## src/rtl/lsu_pkg.sv

```systemverilog
// Shared types and helpers for the load/store unit.
package lsu_pkg;

    typedef enum logic [1:0] {
        SZ_B = 2'b00,
        SZ_H = 2'b01,
        SZ_W = 2'b10,
        SZ_D = 2'b11
    } lsu_size_t;

    typedef enum logic [1:0] {
        ST_IDLE  = 2'b00,
        ST_READ  = 2'b01,
        ST_WRITE = 2'b10,
        ST_RESP  = 2'b11
    } lsu_state_t;

    function automatic logic [3:0] size_bytes(lsu_size_t size);
        case (size)
            SZ_B:    return 4'd1;
            SZ_H:    return 4'd2;
            SZ_W:    return 4'd4;
            default: return 4'd8;
        endcase
    endfunction

    // An access is aligned when the byte offset is a multiple of its size.
    function automatic logic is_misaligned(lsu_size_t size, logic [2:0] off);
        case (size)
            SZ_B:    return 1'b0;
            SZ_H:    return off[0];
            SZ_W:    return |off[1:0];
            default: return |off;
        endcase
    endfunction

endpackage

```

## src/rtl/lsu_lane_align.sv

```systemverilog
// Byte-lane steering between a 64-bit memory word and right-aligned data.
// Produces the read-modify-write store word and the extended load result.
module lsu_lane_align
    import lsu_pkg::*;
(
    input  logic [63:0] word,
    input  logic [63:0] wdata,
    input  logic [2:0]  off,
    input  logic [1:0]  size,
    input  logic        is_unsigned,
    output logic [63:0] store_word,
    output logic [63:0] load_data
);

    logic [3:0]  nbytes;
    logic [5:0]  shamt;
    logic [63:0] size_mask;
    logic [63:0] lane_mask;
    logic [63:0] shifted;

    // Merge store bytes into the word and extract/extend load bytes.
    always_comb begin
        nbytes     = size_bytes(lsu_size_t'(size));
        shamt      = {off, 3'b000};
        size_mask  = (nbytes == 4'd8) ? {64{1'b1}}
                                      : ((64'd1 << {nbytes[2:0], 3'b000}) - 64'd1);
        lane_mask  = size_mask << shamt;
        store_word = (word & ~lane_mask) | ((wdata & size_mask) << shamt);
        shifted    = word >> shamt;
        case (lsu_size_t'(size))
            SZ_B:    load_data = is_unsigned ? {56'd0, shifted[7:0]}
                                             : {{56{shifted[7]}}, shifted[7:0]};
            SZ_H:    load_data = is_unsigned ? {48'd0, shifted[15:0]}
                                             : {{48{shifted[15]}}, shifted[15:0]};
            SZ_W:    load_data = is_unsigned ? {32'd0, shifted[31:0]}
                                             : {{32{shifted[31]}}, shifted[31:0]};
            default: load_data = shifted;
        endcase
    end

endmodule

```

## src/rtl/load_store_unit.sv

```systemverilog
// Initiator side of the data-memory interface: one request at a time,
// sub-word stores as read-modify-write on the 64-bit word memory.
//
// state    | meaning
// ---------+------------------------------------------------------------
// ST_IDLE  | ready for a request; checks alignment/range on accept
// ST_READ  | read strobe; word captured at the end of the cycle
// ST_WRITE | write strobe with merged (or full dword) store data
// ST_RESP  | single-cycle response pulse with load data or error flags
module load_store_unit
    import lsu_pkg::*;
#(
    parameter int unsigned mem_size = 256
) (
    input  logic        clk,
    input  logic        rst,
    input  logic        req_valid,
    output logic        req_ready,
    input  logic        req_is_store,
    input  logic [1:0]  req_size,
    input  logic        req_unsigned,
    input  logic [31:0] req_addr,
    input  logic [63:0] req_wdata,
    output logic        resp_valid,
    output logic [63:0] resp_rdata,
    output logic        resp_misaligned,
    output logic        resp_fault,
    output logic [31:0] mem_addr,
    output logic [63:0] mem_wr_data,
    output logic        mem_wr_enable,
    output logic        mem_rd_enable,
    input  logic [63:0] mem_rd_data
);

    lsu_state_t  state_q, state_d;
    logic        is_store_q, is_store_d;
    lsu_size_t   size_q, size_d;
    logic        unsigned_q, unsigned_d;
    logic [31:0] addr_q, addr_d;
    logic [63:0] wdata_q, wdata_d;
    logic [63:0] word_q, word_d;
    logic        misaligned_q, misaligned_d;
    logic        fault_q, fault_d;

    logic [63:0] store_word;
    logic [63:0] load_data;
    logic        req_mis;
    logic        req_flt;

    lsu_lane_align u_lane_align (
        .word        (word_q),
        .wdata       (wdata_q),
        .off         (addr_q[2:0]),
        .size        (size_q),
        .is_unsigned (unsigned_q),
        .store_word  (store_word),
        .load_data   (load_data)
    );

    // State and request registers; async reset discards any in-flight access.
    always_ff @(posedge clk or posedge rst) begin
        if (rst) begin
            state_q      <= ST_IDLE;
            is_store_q   <= 1'b0;
            size_q       <= SZ_B;
            unsigned_q   <= 1'b0;
            addr_q       <= 32'd0;
            wdata_q      <= 64'd0;
            word_q       <= 64'd0;
            misaligned_q <= 1'b0;
            fault_q      <= 1'b0;
        end else begin
            state_q      <= state_d;
            is_store_q   <= is_store_d;
            size_q       <= size_d;
            unsigned_q   <= unsigned_d;
            addr_q       <= addr_d;
            wdata_q      <= wdata_d;
            word_q       <= word_d;
            misaligned_q <= misaligned_d;
            fault_q      <= fault_d;
        end
    end

    // Next-state logic: accept and classify in IDLE, then walk the access.
    always_comb begin
        state_d      = state_q;
        is_store_d   = is_store_q;
        size_d       = size_q;
        unsigned_d   = unsigned_q;
        addr_d       = addr_q;
        wdata_d      = wdata_q;
        word_d       = word_q;
        misaligned_d = misaligned_q;
        fault_d      = fault_q;
        req_mis      = is_misaligned(lsu_size_t'(req_size), req_addr[2:0]);
        req_flt      = ({3'b000, req_addr[31:3]} >= 32'(mem_size));
        case (state_q)
            ST_IDLE: begin
                if (req_valid) begin
                    is_store_d   = req_is_store;
                    size_d       = lsu_size_t'(req_size);
                    unsigned_d   = req_unsigned;
                    addr_d       = req_addr;
                    wdata_d      = req_wdata;
                    misaligned_d = req_mis;
                    fault_d      = req_flt;
                    if (req_mis || req_flt)
                        state_d = ST_RESP;
                    else if (req_is_store && (lsu_size_t'(req_size) == SZ_D))
                        state_d = ST_WRITE;
                    else
                        state_d = ST_READ;
                end
            end
            ST_READ: begin
                word_d  = mem_rd_data;
                state_d = is_store_q ? ST_WRITE : ST_RESP;
            end
            ST_WRITE: state_d = ST_RESP;
            default:  state_d = ST_IDLE;
        endcase
    end

    // Outputs decoded from state and the latched request.
    always_comb begin
        req_ready       = (state_q == ST_IDLE);
        mem_rd_enable   = (state_q == ST_READ);
        mem_wr_enable   = (state_q == ST_WRITE);
        mem_addr        = {addr_q[31:3], 3'b000};
        mem_wr_data     = (state_q == ST_WRITE) ? store_word : 64'd0;
        resp_valid      = (state_q == ST_RESP);
        resp_misaligned = (state_q == ST_RESP) && misaligned_q;
        resp_fault      = (state_q == ST_RESP) && fault_q;
        resp_rdata      = ((state_q == ST_RESP) && !is_store_q && !misaligned_q && !fault_q)
                          ? load_data : 64'd0;
    end

endmodule

```

## config.mk

```make
export PLATFORM = sky130hd
export DESIGN_NAME = load_store_unit
export DESIGN_NICKNAME = d
export VERILOG_FILES = /design/src/rtl/lsu_pkg.sv /design/src/rtl/lsu_lane_align.sv /design/src/rtl/load_store_unit.sv
export SDC_FILE = /design/constraint.sdc
export NUM_CORES = 1
export LEC_CHECK = 0
export BUFFER_PORTS_ARGS = -buffer_cell sky130_fd_sc_hd__buf_4
export CORE_ASPECT_RATIO = 1.1
export CORE_MARGIN = 3
export CORE_UTILIZATION = 50
export CTS_CLUSTER_DIAMETER = 200
export DETAILED_ROUTE_END_ITERATION = 10
export PLACE_DENSITY = 0.79
export SYNTH_ARGS = -nofsm -noshare
export SYNTH_HDL_FRONTEND = slang
export SYNTH_SLANG_ARGS = --single-unit
```

## constraint.sdc

```tcl
create_clock -name clk -period 11.95 [get_ports clk]
set_input_delay 0.5975 -clock clk [delete_from_list [all_inputs] [get_ports clk]]
set_output_delay 0.5975 -clock clk [all_outputs]
set_load 0.02 [all_outputs]
```

# Word-level counts from Yosys, hierarchy flattened
# Cells that the tools add are included.
# totals
register_bits	168
latchBits	0
mem_bits_rw	0
mem_bits_ro	0
out_inout_bits	166
wordCells	59
mem_count	0
# op_classes
addsub	1
multipliers	0
div_mod_pow	0
magnitude_cmp	1
n_eq_ne	10
shift	4
muxes	14
n_bitwise	4
reduce_logical	16
# ops
operator	n
two-way mux 64 bit	6
case mux 64 bit (3 select lines)	1
AND 64 bit	2
left shift 64 x 6 -> 64 bit	2
NOT 64 bit	1
bitwise OR 64 bit	1
left shift 1 x 6 -> 64 bit (first input constant)	1
>> shifter 64 x 6 -> 64 bit	1
subtractor 64 x 1 -> 64 bit (second input constant)	1
greater-or-equal comparator 29 x 9 -> 1 bit (second input constant)	1
case mux 4 bit (3 select lines)	1
equality test 2 bit (second input constant)	5
equality test 2 x 1 -> 1 bit (second input constant)	3
logical AND 1 bit	6
zero test 2 bit	3
two-way mux 2 bit	3
case mux 2 bit (3 select lines)	1
equality test 4 bit (second input constant)	1
zero test 1 bit	3
case mux 1 bit (3 select lines)	1
OR reduction 3 bit	1
inequality test 2 bit (second input constant)	1
AND reduction 2 bit	1
OR reduction 2 bit	1
2 further kinds	2

# Depth between registers and ports, before layout
# logic_depth
depth_word	10
depth_mapped	9
mapped_depth_nobuf	6

# By module
# Synthesis repeated with hierarchy kept, for this count alone.
# unflattened
cells_unflattened	1180
area_unflattened_um2	12285.5
# modules_own_cells
module	instances	cells_each	area_each_um2
load_store_unit	1	562	7531.0
lsu_lane_align	1	618	4754.6

# Worst setup path before layout
# Ideal clock, no wire load.
# synth_path
kind	register to output
startpoint	reg state_q[0]
endpoint	out resp_rdata[33]
t_arrival_ns	2.319
required_ns	11.353
path_slack_ns	9.034
stages_incl_launch_ff	8
path_cell_list	dfrtp_1 ha_1 or4b_1 buf_2 or4b_1 o211a_2 buf_6 a21oi_2
# synth_via
elab_chain_cells	5
# synth_rtl
item	line_no	source
from (decl)	load_store_unit.sv:35	lsu_state_t state_q, state_d;
from (signal assigned)	load_store_unit.sv:73	state_q <= state_d;
equality test 2 bit	n/a	
named net resp_valid	load_store_unit.sv:24	output logic resp_valid,
logical AND 1 bit (3 in series)	load_store_unit.sv:135	resp_rdata = ((state_q == ST_RESP) && !is_store_q && !misaligned_q && !fault_q)
two-way mux 64 bit	load_store_unit.sv:136	? load_data : 64'd0;
to (decl)	load_store_unit.sv:25	output logic [63:0] resp_rdata,
# The timed path passes the listed nets, and every way through them passes these cells.

# Worst setup path in the final report
# layout_path
startpoint	reg addr_q[0]
endpoint	out resp_rdata[24]
# layout_via
elab_chain_cells	4
elab_cells_between_ends	6
# layout_rtl
item	line_no	source
from (decl)	load_store_unit.sv:39	logic [31:0] addr_q, addr_d;
from (signal assigned)	load_store_unit.sv:77	addr_q <= addr_d;
>> shifter 64 x 6 -> 64 bit *	lsu_lane_align.sv:29	shifted = word >> shamt;
two-way mux 64 bit (on tied branches)	lsu_lane_align.sv:35, lsu_lane_align.sv:31, lsu_lane_align.sv:33	
case mux 64 bit (3 select lines) *	lsu_lane_align.sv:30	case (lsu_size_t'(size))
two-way mux 64 bit *	load_store_unit.sv:136	
# Mark *: on every way between the ends. The rest lies on a longest branch, timed or not.

==> out/qor.csv <==
stage;metric;value;unit
clock_tree;TritonCTS Buffers;17;
yosys;post-synthesis simple-gate area fraction;0.123;
yosys;asr flop ratio synth;1.00;
routing;DRC viols;0;
clock_tree;Worst-Skew Late Latency;440;ps
floorplan;# IOs;333;
timing;Slew @ Worst Pin;944;ps
timing;Fin Clk Skew;16.9;ps
clock_tree;Root Driver;clkbuf_16;
layout;share of cells above drive strength 1;0.444;
yosys;cells after synthesis;1195;
status;status;finished clean;
setup_path;crit-path max FO;74;
layout;layout net count;1596;
yosys;Synth area leader;dfrtp_1;
yosys;sequential share of the synthesized area;0.361;
timing;RSZ-0062 raised after global routing;false;
routing;remaining antenna violation count;0;
yosys;Synth Area per Inst;9.74;µm²
setup_path;WP data required;11350;ps
yosys;EDFF count, synth;0;
setup_path;FF-to-FF End;wdata_q[7];
timing;endpoints failing hold;0;
floorplan;Die Ht;166;µm
routing;aggregate routed wire length;44000;µm
timing;total negative slack;0;ps
yosys;Synth Area in XOR/XNOR;0;
min_path;path category of the worst min-delay check;in -> async;
yosys;adder-cell share of the synthesized area;0.00430;
placed_design;RePlAce Congestion;1.00;
setup_path;WP data arrival;4220;ps
global_routing;vias in the first global route;10837;
layout;final core utilization;0.646;
routing;wire per inst;25.4;µm
yosys;top cell type's share of synthesized area;0.361;
setup_path;CP Launch Point;addr_q[0];
clock_tree;hold buffers post-CTS;0;
global_routing;GRT Total Usage;0.343;
power_and_ir_drop;Pleak;6.45;nW
clock_tree;Post-CTS Resized;0;
timing;setup violators final;0;
yosys;largest family of logic cells by synthesized area;multiplexers;
clock_tree;H-tree depth;4;
layout;non-filler cells, final;1733;
placed_design;Cells after DPL;1701;
yosys;synth warn;0;
flow_run;max cap viols;0;
yosys;#FFs+latches synth;168;
clock_tree;Max clock buf depth;2;
setup_path;Crit Path Class;reg -> out;
yosys;mux cell area share after synthesis;0.279;
routing;Via Count;10921;
routing;Via density;6.30;
routing;Pre-Repair DR Iteration Count;5;
yosys;synth top area cells;dfrtp_1, mux2_2, nand2_1, mux2i_1, mux4_2;
clock_tree;clk sinks;168;
placed_design;dpl hpwl;32900;µm
yosys;top cells by count, synth;mux2_2, dfrtp_1, nand2_1, a21oi_1, mux2i_1;
setup_path;CP endpoint kind;primary output;
setup_path;R2R cell count;5;
timing;FMAX;208;MHz
floorplan;Die X;151;µm
routing;Starting DRT DRC Count;1404;
setup_path;r2r startpoint;state_q[0];
yosys;Post-Syn Area;0.0116;mm²
clock_tree;CTS tree;yes;
power_and_ir_drop;overall power;0.00491;W
timing;period utilisation layout;0.403;
floorplan;row cnt;57;
clock_tree;Post-CTS Setup Bufs;0;
yosys;top_reg_cell synth;dfrtp_1;
yosys;Yosys cell types;52;
power_and_ir_drop;Power Density;338;mW/mm²
global_routing;pin count of the biggest net entering global routing;97;
setup_path;Critical Path Source Type;register;
timing;Hold WS;292;ps
global_routing;first-pass GRT wire length;65100;µm
layout;Inserted Diodes;0;
setup_path;R2R setup slack;9410;ps
placed_design;Port-buffer cells;329;
global_routing;Remaining Overflow, GRT;0;
timing;Slew headroom;0.370;
floorplan;Core Region;0.0225;mm²
timing;Slew Viols, Final;0;
power_and_ir_drop;Peak VDD IR;0.175;mV
yosys;most frequent cell after synthesis;mux2_2;
floorplan;Initial Util;0.518;
timing;post-route minimum period;4820;ps
layout;area grow syn2layout;24.7;%
global_routing;initial antenna violation count;0;
floorplan;full die area;0.0251;mm²
clock_tree;Clock transition at path regs;80;ps
yosys;area fraction in compound gates after synthesis;0.168;
[critical path: stages (launching register included)]
cell and delay, ps:
dfrtp_4 1000, buf_4 890, mux2i_1 280, o22ai_1 130
o21ai_2 370, o21a_1 650, a21oi_1 170, buf_4 200
[worst max path at each step]
stage | end | cells past startpoint
final | resp_rdata[24] | 7
after global routing | resp_rdata[62] | 7
after CTS | resp_rdata[24] | 7
after detailed placement | resp_rdata[62] | 7
after global placement | resp_rdata[32] | 7
after floorplan | addr_q[0] | 1
[metrics by stage]
stage                     setup WS [ps]  cell area [µm²]
after floorplan                    6810            11600
after global placement             7840            13900
after detailed placement           7720            13900
after CTS                          7230            14500
after global routing               6900            14500
final                              7130            14500
[layer usage]
metal  vias up  global-route usage  wire length, µm
li1       4773                   -                -
met3       148              0.0723             4460
met4         0               0.139             2070
met1      5284               0.443            16500
met2       716               0.558            21000
met5         -                   0                0
[power by group]
part	switching, W	leakage (nW)	internal, W
Sequential	0.000532	1.97	0.000863
Combinational	0.00166	4.19	0.00130
Clock	0.000274	0.287	0.000283
Total	0.00246	6.45	0.00245
[sequential cells by signal (all words and copies together) (netlist names)]
register and count:
addr_q 32, fault_q 1, size_q 2, state_q 2
is_store_q 1, unsigned_q 1, wdata_q 64, misaligned_q 1
word_q 64
[kinds of logic (layout without fill, tap and decap cells)]
family / count (synthesis) / count (layout)
buffers and inverters: 144 / 385
AND/OR/NAND/NOR: 312 / 312
other: 1 / 3
flip-flops: 168 / 168
AO/OA/AOI/OAI: 294 / 294
multiplexers: 272 / 272
adder cells (fa/ha/maj): 4 / 4
[area by class of cell]
cell class / count / area (µm²)
multi-input cells: 885 / 6720
inverters: 11 / 46.3
fillers: 1893 / 7950
well taps: 295 / 369
clock inverters: 15 / 174
clock buffers: 17 / 425
repair buffers: 342 / 2570
flip-flops and latches: 168 / 4210
[cell usage in the layout (no fill, tap or decap), drive strengths merged, types with 5 or more instances in the layout]
cell type,instances
nor2b,14
nor2,64
dfrtp,168
a21boi,16
o22ai,9
nor3,16
and2,27
nand3,14
a211oi,8
buf,342
mux2i,50
clkbuf,17
o2bb2ai,20
mux4,22
a2bb2oi,11
o21a,13
nand2,157
mux2,200
o31ai,9
a31oi,10
a22o,13
clkinv,5
a221o,10
o21ai,52
inv,19
a22oi,23
a21oi,87
o221ai,8
No activity file was read; power rests on OpenSTA's default activity.
